[src/rtl/lc3_mem_initiator_if.sv]
// rtl/lc3_mem_initiator_if.sv - CPU request/response and block-RAM strobe bundle for lc3_mem_initiator
interface lc3_mem_initiator_if #(
    parameter int AddrBusSize = 16,
    parameter int ElementSize = 16
);
    logic                   i_req_valid;
    logic                   o_req_ready;
    logic                   i_req_write;
    logic [AddrBusSize-1:0] i_req_addr;
    logic [ElementSize-1:0] i_req_wdata;
    logic                   o_resp_valid;
    logic [ElementSize-1:0] o_resp_rdata;
    logic                   o_resp_err;
    logic                   o_mem_write_en;
    logic                   o_mem_read_en;
    logic [AddrBusSize-1:0] o_mem_write_addr;
    logic [AddrBusSize-1:0] o_mem_read_addr;
    logic [ElementSize-1:0] o_mem_write_data;
    logic                   i_mem_ready;
    logic [ElementSize-1:0] i_mem_read_data;

    modport master (
        input  i_req_valid, i_req_write, i_req_addr, i_req_wdata,
        input  i_mem_ready, i_mem_read_data,
        output o_req_ready, o_resp_valid, o_resp_rdata, o_resp_err,
        output o_mem_write_en, o_mem_read_en, o_mem_write_addr, o_mem_read_addr, o_mem_write_data
    );

    modport slave (
        output i_req_valid, i_req_write, i_req_addr, i_req_wdata,
        output i_mem_ready, i_mem_read_data,
        input  o_req_ready, o_resp_valid, o_resp_rdata, o_resp_err,
        input  o_mem_write_en, o_mem_read_en, o_mem_write_addr, o_mem_read_addr, o_mem_write_data
    );
endinterface

[src/rtl/lc3_mem_initiator.sv]
// rtl/lc3_mem_initiator.sv - single-request load/store bus master with bounded wait for memory ready
module lc3_mem_initiator #(
    parameter int AddrBusSize   = 16,
    parameter int ElementSize   = 16,
    parameter int TimeoutCycles = 8,
    parameter int TimeoutWidth  = 4
) (
    input  logic                i_CLK,
    input  logic                i_RST,
    lc3_mem_initiator_if.master bus
);
    typedef enum logic [1:0] {
        IDLE  = 2'd0,
        ISSUE = 2'd1,
        WAIT  = 2'd2,
        RESP  = 2'd3
    } state_t;

    localparam logic [TimeoutWidth-1:0] CntLast = TimeoutWidth'(TimeoutCycles - 1);

    state_t                 state;
    state_t                 state_nxt;
    logic [AddrBusSize-1:0] addr_q,  addr_d;
    logic [ElementSize-1:0] wdata_q, wdata_d;
    logic [ElementSize-1:0] rdata_q, rdata_d;
    logic [TimeoutWidth-1:0] cnt_q, cnt_d;
    logic write_q, write_d;
    logic wr_en_q, wr_en_d;
    logic rd_en_q, rd_en_d;
    logic valid_q, valid_d;
    logic err_q,   err_d;
    logic accept;
    logic timeout;

    assign accept  = (state == IDLE) && bus.i_req_valid;
    assign timeout = (cnt_q == CntLast);

    always_ff @(posedge i_CLK or posedge i_RST) begin
        if (i_RST) begin
            state <= IDLE;
        end else begin
            state <= state_nxt;
        end
    end

    always_comb begin
        state_nxt = state;
        case (state)
            IDLE:    if (accept) state_nxt = ISSUE;
            ISSUE:   state_nxt = WAIT;
            WAIT:    if (bus.i_mem_ready || timeout) state_nxt = RESP;
            default: state_nxt = IDLE;
        endcase
    end

    // Next values for the registered outputs; ready outranks timeout in the same WAIT cycle.
    always_comb begin
        addr_d  = addr_q;
        wdata_d = wdata_q;
        write_d = write_q;
        rdata_d = rdata_q;
        err_d   = err_q;
        cnt_d   = cnt_q;
        wr_en_d = 1'b0;
        rd_en_d = 1'b0;
        valid_d = 1'b0;
        case (state)
            IDLE: begin
                if (accept) begin
                    addr_d  = bus.i_req_addr;
                    wdata_d = bus.i_req_wdata;
                    write_d = bus.i_req_write;
                    wr_en_d = bus.i_req_write;
                    rd_en_d = !bus.i_req_write;
                end
            end
            ISSUE: cnt_d = '0;
            WAIT: begin
                if (bus.i_mem_ready) begin
                    rdata_d = write_q ? '0 : bus.i_mem_read_data;
                    err_d   = 1'b0;
                    valid_d = 1'b1;
                end else if (timeout) begin
                    rdata_d = '0;
                    err_d   = 1'b1;
                    valid_d = 1'b1;
                end else begin
                    cnt_d = cnt_q + 1'b1;
                end
            end
            default: ;
        endcase
    end

    always_ff @(posedge i_CLK or posedge i_RST) begin
        if (i_RST) begin
            addr_q  <= '0;
            wdata_q <= '0;
            write_q <= 1'b0;
            rdata_q <= '0;
            err_q   <= 1'b0;
            cnt_q   <= '0;
            wr_en_q <= 1'b0;
            rd_en_q <= 1'b0;
            valid_q <= 1'b0;
        end else begin
            addr_q  <= addr_d;
            wdata_q <= wdata_d;
            write_q <= write_d;
            rdata_q <= rdata_d;
            err_q   <= err_d;
            cnt_q   <= cnt_d;
            wr_en_q <= wr_en_d;
            rd_en_q <= rd_en_d;
            valid_q <= valid_d;
        end
    end

    assign bus.o_req_ready      = (state == IDLE);
    assign bus.o_resp_valid     = valid_q;
    assign bus.o_resp_rdata     = rdata_q;
    assign bus.o_resp_err       = err_q;
    assign bus.o_mem_write_en   = wr_en_q;
    assign bus.o_mem_read_en    = rd_en_q;
    assign bus.o_mem_write_addr = addr_q;
    assign bus.o_mem_read_addr  = addr_q;
    assign bus.o_mem_write_data = wdata_q;

endmodule
[src/flat_wrapper.sv]
// flat-port wrapper written by rule: the top's interface ports become plain ports
module lc3_mem_initiator_flat 
#(
    parameter int AddrBusSize   = 16,
    parameter int ElementSize   = 16,
    parameter int TimeoutCycles = 8,
    parameter int TimeoutWidth  = 4
)
  (i_CLK, i_RST, bus_i_req_valid, bus_i_req_write, bus_i_req_addr, bus_i_req_wdata, bus_i_mem_ready, bus_i_mem_read_data, bus_o_req_ready, bus_o_resp_valid, bus_o_resp_rdata, bus_o_resp_err, bus_o_mem_write_en, bus_o_mem_read_en, bus_o_mem_write_addr, bus_o_mem_read_addr, bus_o_mem_write_data);
  lc3_mem_initiator_if #(.AddrBusSize(AddrBusSize), .ElementSize(ElementSize)) bus_i ();
  input  logic i_CLK;
  input  logic i_RST;
  input wire logic [$bits(bus_i.i_req_valid)-1:0] bus_i_req_valid;
  input wire logic [$bits(bus_i.i_req_write)-1:0] bus_i_req_write;
  input wire logic [$bits(bus_i.i_req_addr)-1:0] bus_i_req_addr;
  input wire logic [$bits(bus_i.i_req_wdata)-1:0] bus_i_req_wdata;
  input wire logic [$bits(bus_i.i_mem_ready)-1:0] bus_i_mem_ready;
  input wire logic [$bits(bus_i.i_mem_read_data)-1:0] bus_i_mem_read_data;
  output wire logic [$bits(bus_i.o_req_ready)-1:0] bus_o_req_ready;
  output wire logic [$bits(bus_i.o_resp_valid)-1:0] bus_o_resp_valid;
  output wire logic [$bits(bus_i.o_resp_rdata)-1:0] bus_o_resp_rdata;
  output wire logic [$bits(bus_i.o_resp_err)-1:0] bus_o_resp_err;
  output wire logic [$bits(bus_i.o_mem_write_en)-1:0] bus_o_mem_write_en;
  output wire logic [$bits(bus_i.o_mem_read_en)-1:0] bus_o_mem_read_en;
  output wire logic [$bits(bus_i.o_mem_write_addr)-1:0] bus_o_mem_write_addr;
  output wire logic [$bits(bus_i.o_mem_read_addr)-1:0] bus_o_mem_read_addr;
  output wire logic [$bits(bus_i.o_mem_write_data)-1:0] bus_o_mem_write_data;
  assign bus_i.i_req_valid = bus_i_req_valid;
  assign bus_i.i_req_write = bus_i_req_write;
  assign bus_i.i_req_addr = bus_i_req_addr;
  assign bus_i.i_req_wdata = bus_i_req_wdata;
  assign bus_i.i_mem_ready = bus_i_mem_ready;
  assign bus_i.i_mem_read_data = bus_i_mem_read_data;
  assign bus_o_req_ready = bus_i.o_req_ready;
  assign bus_o_resp_valid = bus_i.o_resp_valid;
  assign bus_o_resp_rdata = bus_i.o_resp_rdata;
  assign bus_o_resp_err = bus_i.o_resp_err;
  assign bus_o_mem_write_en = bus_i.o_mem_write_en;
  assign bus_o_mem_read_en = bus_i.o_mem_read_en;
  assign bus_o_mem_write_addr = bus_i.o_mem_write_addr;
  assign bus_o_mem_read_addr = bus_i.o_mem_read_addr;
  assign bus_o_mem_write_data = bus_i.o_mem_write_data;
  lc3_mem_initiator #(.AddrBusSize(AddrBusSize), .ElementSize(ElementSize), .TimeoutCycles(TimeoutCycles), .TimeoutWidth(TimeoutWidth)) u_core (.i_CLK(i_CLK), .i_RST(i_RST), .bus(bus_i));
endmodule
[config.mk]
export PLATFORM = sky130hd
export DESIGN_NAME = lc3_mem_initiator_flat
export DESIGN_NICKNAME = d
export VERILOG_FILES = /design/src/rtl/lc3_mem_initiator_if.sv /design/src/rtl/lc3_mem_initiator.sv /design/src/flat_wrapper.sv
export SDC_FILE = /design/constraint.sdc
export NUM_CORES = 1
export LEC_CHECK = 0
export ABC_AREA = 0
export CORE_UTILIZATION = 40
export DETAILED_ROUTE_END_ITERATION = 16
export PLACE_DENSITY_LB_ADDON = 0.2
export SLEW_MARGIN = 10
export SYNTH_ARGS = -nofsm -noshare
export SYNTH_HDL_FRONTEND = slang
export SYNTH_SLANG_ARGS = --single-unit
export TNS_END_PERCENT = 100
[constraint.sdc]
create_clock -name i_CLK -period 3.45 [get_ports i_CLK]
set_input_delay 0.69 -clock i_CLK [delete_from_list [all_inputs] [get_ports i_CLK]]
set_output_delay 0.69 -clock i_CLK [all_outputs]
set_load 0.005 [all_outputs]
==> Word level (Yosys, flattened, before mapping) <==
Cells that the tools add are included.
{ "classes": {"add_sub_neg": 1, "eq_ne": 7, "mux": 18, "reduce_logical": 10} }
{ "ops": {"columns": ["operator", "n"], "rows": [
  ["$mux W16", 3],
  ["$mux W1", 9],
  ["$mux W4", 2],
  ["$pmux W4 S2", 1],
  ["$pmux W2 S3", 1],
  ["$reduce_and A2 Y1", 3],
  ["$add A4 B1 Y4 const B", 1],
  ["$eq A4 B3 Y1 const B", 1],
  ["$mux W2", 2],
  ["$ne A2 B1 Y1 const B", 2],
  ["$ne A2 B2 Y1 const B", 2],
  ["$reduce_bool A2 Y1", 2],
  ["$reduce_and A3 Y1", 1],
  ["$eq A2 B1 Y1 const B", 1],
  ["$eq A2 B2 Y1 const B", 1],
  ["$logic_not A2 Y1", 1],
  ["$logic_and A1 B1 Y1", 1],
  ["$logic_not A1 Y1", 1],
  ["$logic_or A1 B1 Y1", 1]
]} }
{ "word_totals": {"regBits": 59, "input_bits": 53, "output_inout_bits": 69, "word_cells": 46} }

==> Longest topological paths before layout <==
{ "logic_depth": {"depth_word": 4, "mapped_depth": 6, "ltp_nobuf": 5} }

==> Worst setup path before layout <==
OpenSTA, ideal clock, no wires.
{ "synth_path": {"path_kind": "in2reg", "start": "in bus_i_req_valid", "end": "reg u_core.addr_q[10] (netlist: u_core.bus.o_mem_read_addr[10])", "setup_time_ns": 0.125, "arrival_time_ns": 1.446, "path_slack_ns": 1.879, "path_stages": 3, "path_buffers": 1, "path_cell_list": "nand2_1 buf_2 mux2_2"} }
{ "synth_between": {"elab_chain_len": 2} }
{ "synth_lines": {"columns": ["element", "line", "rtl"], "rows": [
  ["start, declared", "flat_wrapper.sv:13", "input wire logic [$bits(bus_i.i_req_valid)-1:0] bus_i_req_valid;"],
  ["$logic_and A1 B1 Y1", "lc3_mem_initiator.sv:35", "assign accept = (state == IDLE) && bus.i_req_valid;"],
  ["$reduce_and A2 Y1 (no source line)", null, null],
  ["end signal, assigned", "lc3_mem_initiator.sv:107", "addr_q <= addr_d;"],
  ["end, declared", "lc3_mem_initiator.sv:23", "logic [AddrBusSize-1:0] addr_q, addr_d;"]
]} }
Every way passes these cells.
A chain may end at the register's enable or synchronous reset.

==> Worst setup path after layout <==
{ "layout_path": {"start": "reg u_core.state[1]", "end": "out bus_o_req_ready"} }
{ "layout_between": {"elab_chain_len": 1} }
{ "layout_lines": {"columns": ["element", "line", "rtl"], "rows": [
  ["start, declared", "lc3_mem_initiator.sv:21", "state_t state;"],
  ["start signal, assigned", "lc3_mem_initiator.sv:42", "state <= state_nxt;"],
  ["$logic_not A2 Y1", "lc3_mem_initiator.sv:119", "assign bus.o_req_ready = (state == IDLE);"],
  ["end, declared", "flat_wrapper.sv:19", "output wire logic [$bits(bus_i.o_req_ready)-1:0] bus_o_req_ready;"]
]} }
Every way passes these cells.

==> metrics.md <==
| Metric | Value |
|---|---|
| Outcome | complete, no violations |
| Worst vdd ir | about 0.47 mV |
| Drt via density | 4.70 |
| Initial Utilization | 41.5% |
| IO Pins | ~120 |
| Final setup margin | 1190 ps |
| Hold WC Path Type | flop to flop |
| Cell area power density | between 800 and 900 mW/mm² |
| Syn Inst Count | 172 |
| Gr usage total | about 18% |
| Yosys reg bits | between 50 and 60 |
| Placement Rows | 28 |
| Drt pass-1 iters | 4 |
| Largest net degree at the start of global routing | 50 |
| Hold Path Sink | u_core.cnt_q[0] |
| Crit path DAT | 1570 ps |
| Setup TNS | 0 ps |
| CP required | around 2800 ps |
| Final setup violation count | 0 |
| Cell Area, Placed | 0.00363 mm² |
| Syn_area_per_cell | roughly 14 µm² |
| Worst Max-Slew Pin Slew | between 900 and 1000 ps |
| Initial antenna violation count | 0 |
| Vias in the first global route | 1,673 |
| Top cell type's share of synthesized area | about 60% |
| Post-CTS Setup Repair Bufs | 0 |
| First-pass GRT wire length | ~8400 µm |
| ANT cells | 0 |
| Synthesis-to-finish area growth | 54.8% |
| Post-Route WL | between 5000 and 6000 µm |
| Reg2reg setup slack | approximately 1800 ps |
| Total power | around 3.3 mW |
| Final #Nets | 344 |
| ANT nets after route | 0 |
| Critical path class | flop to output port |
| Die Footprint | about 0.0065 mm² |
| Detailed placement HPWL | roughly 3900 µm |
| Hold_sp | u_core.cnt_q[0] |
| Drc violations | 0 |
| Commonest non-fill, non-tap cell in the layout | clkdlybuf4s50_1 |
| Synth Warn # | 0 |
| Layout cells sized above 1 | 23.4% |
| Syn Std Cell Area | between 0.002 and 0.0025 mm² |
| Max Slew Vio Count | 0 |
| Wirelength per Cell | between 10 and 15 µm |
| Synth area leaders | dfrtp_1 (60%), mux2_2 (15%), a22o_2 (6.5%) |
| H-tree Lvls | 3 |
| Inserted Clock Buffers | 9 |
| Layout Cells excl Fill | between 300 and 400 |
| Pre-CTS WS | roughly 1300 ps |
| RSZ-0062 raised after global routing | no |
| Slew headroom | around 34% |
| Global placement routability congestion | a little over 0.7 |
| Final Instance Area | 0.00380 mm² |
| Worst-path maximum fanout | 5 |
| Worst reg2reg path endpoint | u_core.bus.o_mem_write_data[0] |
| Die X | 80.3 µm |
| Max-cap violations | 0 |
| CTS tree | done |
| Final Cycle Share | roughly two thirds |
| Clk root buf | clkbuf_8 |
| Reg clk slew, reported paths | approximately 60 ps |
| Top cell type by total area after synthesis | dfrtp_1 |
| Resized cells post-CTS | 0 |
| CP startpoint kind | flop |
| Crit end category | output port |
| Post-synth cell types | 26 |
| Clock skew | roughly 7.7 ps |
| CORE AREA | 0.00592 mm² |
| Worst-case reg-to-reg path depth | 5 |
| Via count | approximately 1,700 |
| Seq/Total Area, Yosys | 60.1% |
| Die H | between 80 and 90 µm |
| Most frequent cells in the layout | clkdlybuf4s50_1 (121), dfrtp_1 (59), mux2_2 (33) |
| Insertion delay to the later sink of the worst-skew pair | 330 ps |
| Placed Instances | 350 |
| DRT iter0 DRCs | just under 100 |
| Clock sink total | just under 60 |
| Period minus WS final | 2260 ps |
| Post-cts hold buffer count | 0 |
| Worst r2r src | u_core.state[1] |
| # fillers | 475 |
| Post-synth net total | 230 |
| Fin. Hold Viols | 0 |
| Total gr overflow | 0 |
| Clk buf depth | 2 |
| Hold Crit Depth | 1 |
| Number of I/O port buffers | 121 |
| Leakage | 1.67 nW |
| Maximum clock frequency | between 400 and 500 MHz |
[where the power goes]
part           switching [mW]  internal [mW]
combinational           0.453           1.04
sequential              0.195           1.01
clock                   0.255          0.298
total                   0.904           2.35
[flip-flops by register name, indices dropped and copies added (netlist names)]
register	count
u_core.state	2
u_core.bus.o_mem_read_en	1
u_core.bus.o_resp_rdata	16
u_core.bus.o_resp_err	1
u_core.write_q	1
u_core.cnt_q	4
u_core.bus.o_mem_read_addr	16
u_core.bus.o_resp_valid	1
u_core.bus.o_mem_write_data	16
u_core.bus.o_mem_write_en	1
[how the worst max path moves through the flow]
stage,cells after the start,slack [ps],start,to
2_1_floorplan,1,1300,i_RST,u_core.bus.o_mem_read_addr[0]
3_3_place_gp,4,1310,bus_i_mem_ready,u_core.state[1]
3_5_place_dp,4,1280,bus_i_mem_ready,u_core.state[1]
4_1_cts,3,1170,u_core.state[1],bus_o_req_ready
5_1_grt,3,1080,u_core.state[0],bus_o_req_ready
6_report,3,1190,u_core.state[1],bus_o_req_ready
[synthesized netlist by cell type]
library cell,n
nor3_1,1
buf_2,3
a22o_2,16
nor2_1,1
inv_1,6
and3b_1,1
o2bb2ai_1,1
a21o_1,1
nor2b_1,1
and2b_1,1
dfrtp_1,59
ha_1,5
nand3b_1,2
nand3_1,1
mux2i_1,3
nand2_1,8
o21ai_4,1
o21a_1,1
nand2b_1,2
o21ai_0,1
mux2_2,33
buf_6,1
buf_4,17
a21oi_1,3
and3_1,2
nor2_4,1
[through the flow]
step / utilization [%] / hold WS, ps
CTS: 64.2 / 507
global placement: 61.3 / 478
detailed placement: 61.3 / 492
floorplan: - / 466
global route: 64.2 / 515
finish: 64.2 / 502
[routing by layer]
metal  part of all wire, %  wire length (µm)  vias up  GRT usage [%]
met1                    41              2180      841           20.6
met5                     0                 0        -              0
met2                    51              2680       62           29.0
li1                      -                 -      811              -
met3                   6.0               317        8           4.89
met4                   1.9               100        0           9.82
[cells by family (layout without fill, tap and decap cells)]
logic type | count (synthesis) | after routing | synth area share [%]
flops | 59 | 59 | 60.1
mux | 36 | 36 | 16.4
buf+inv | 27 | 146 | 7.19
compound gates | 24 | 24 | 8.97
simple gates | 21 | 21 | 4.79
fa+ha+maj | 5 | 5 | 2.55
[critical path, cell delays in order, from the launching register on]
cell and delay, ps:
dfrtp_1 410, inv_1 90, ha_1 210, clkdlybuf4s50_1 520
[final cells by class]
class	instances	area, µm²	share of cell area, %
Sequential cell	59	1480	38.8
Timing Repair Buffer	124	1230	32.5
Multi-Input combinational cell	86	802	21.1
Clock buffer	14	163	4.28
Tap cell	75	93.8	2.47
Inverter	6	22.5	0.592
Clock inverter	2	10.0	0.263
No activity file was read; power rests on OpenSTA's default activity.
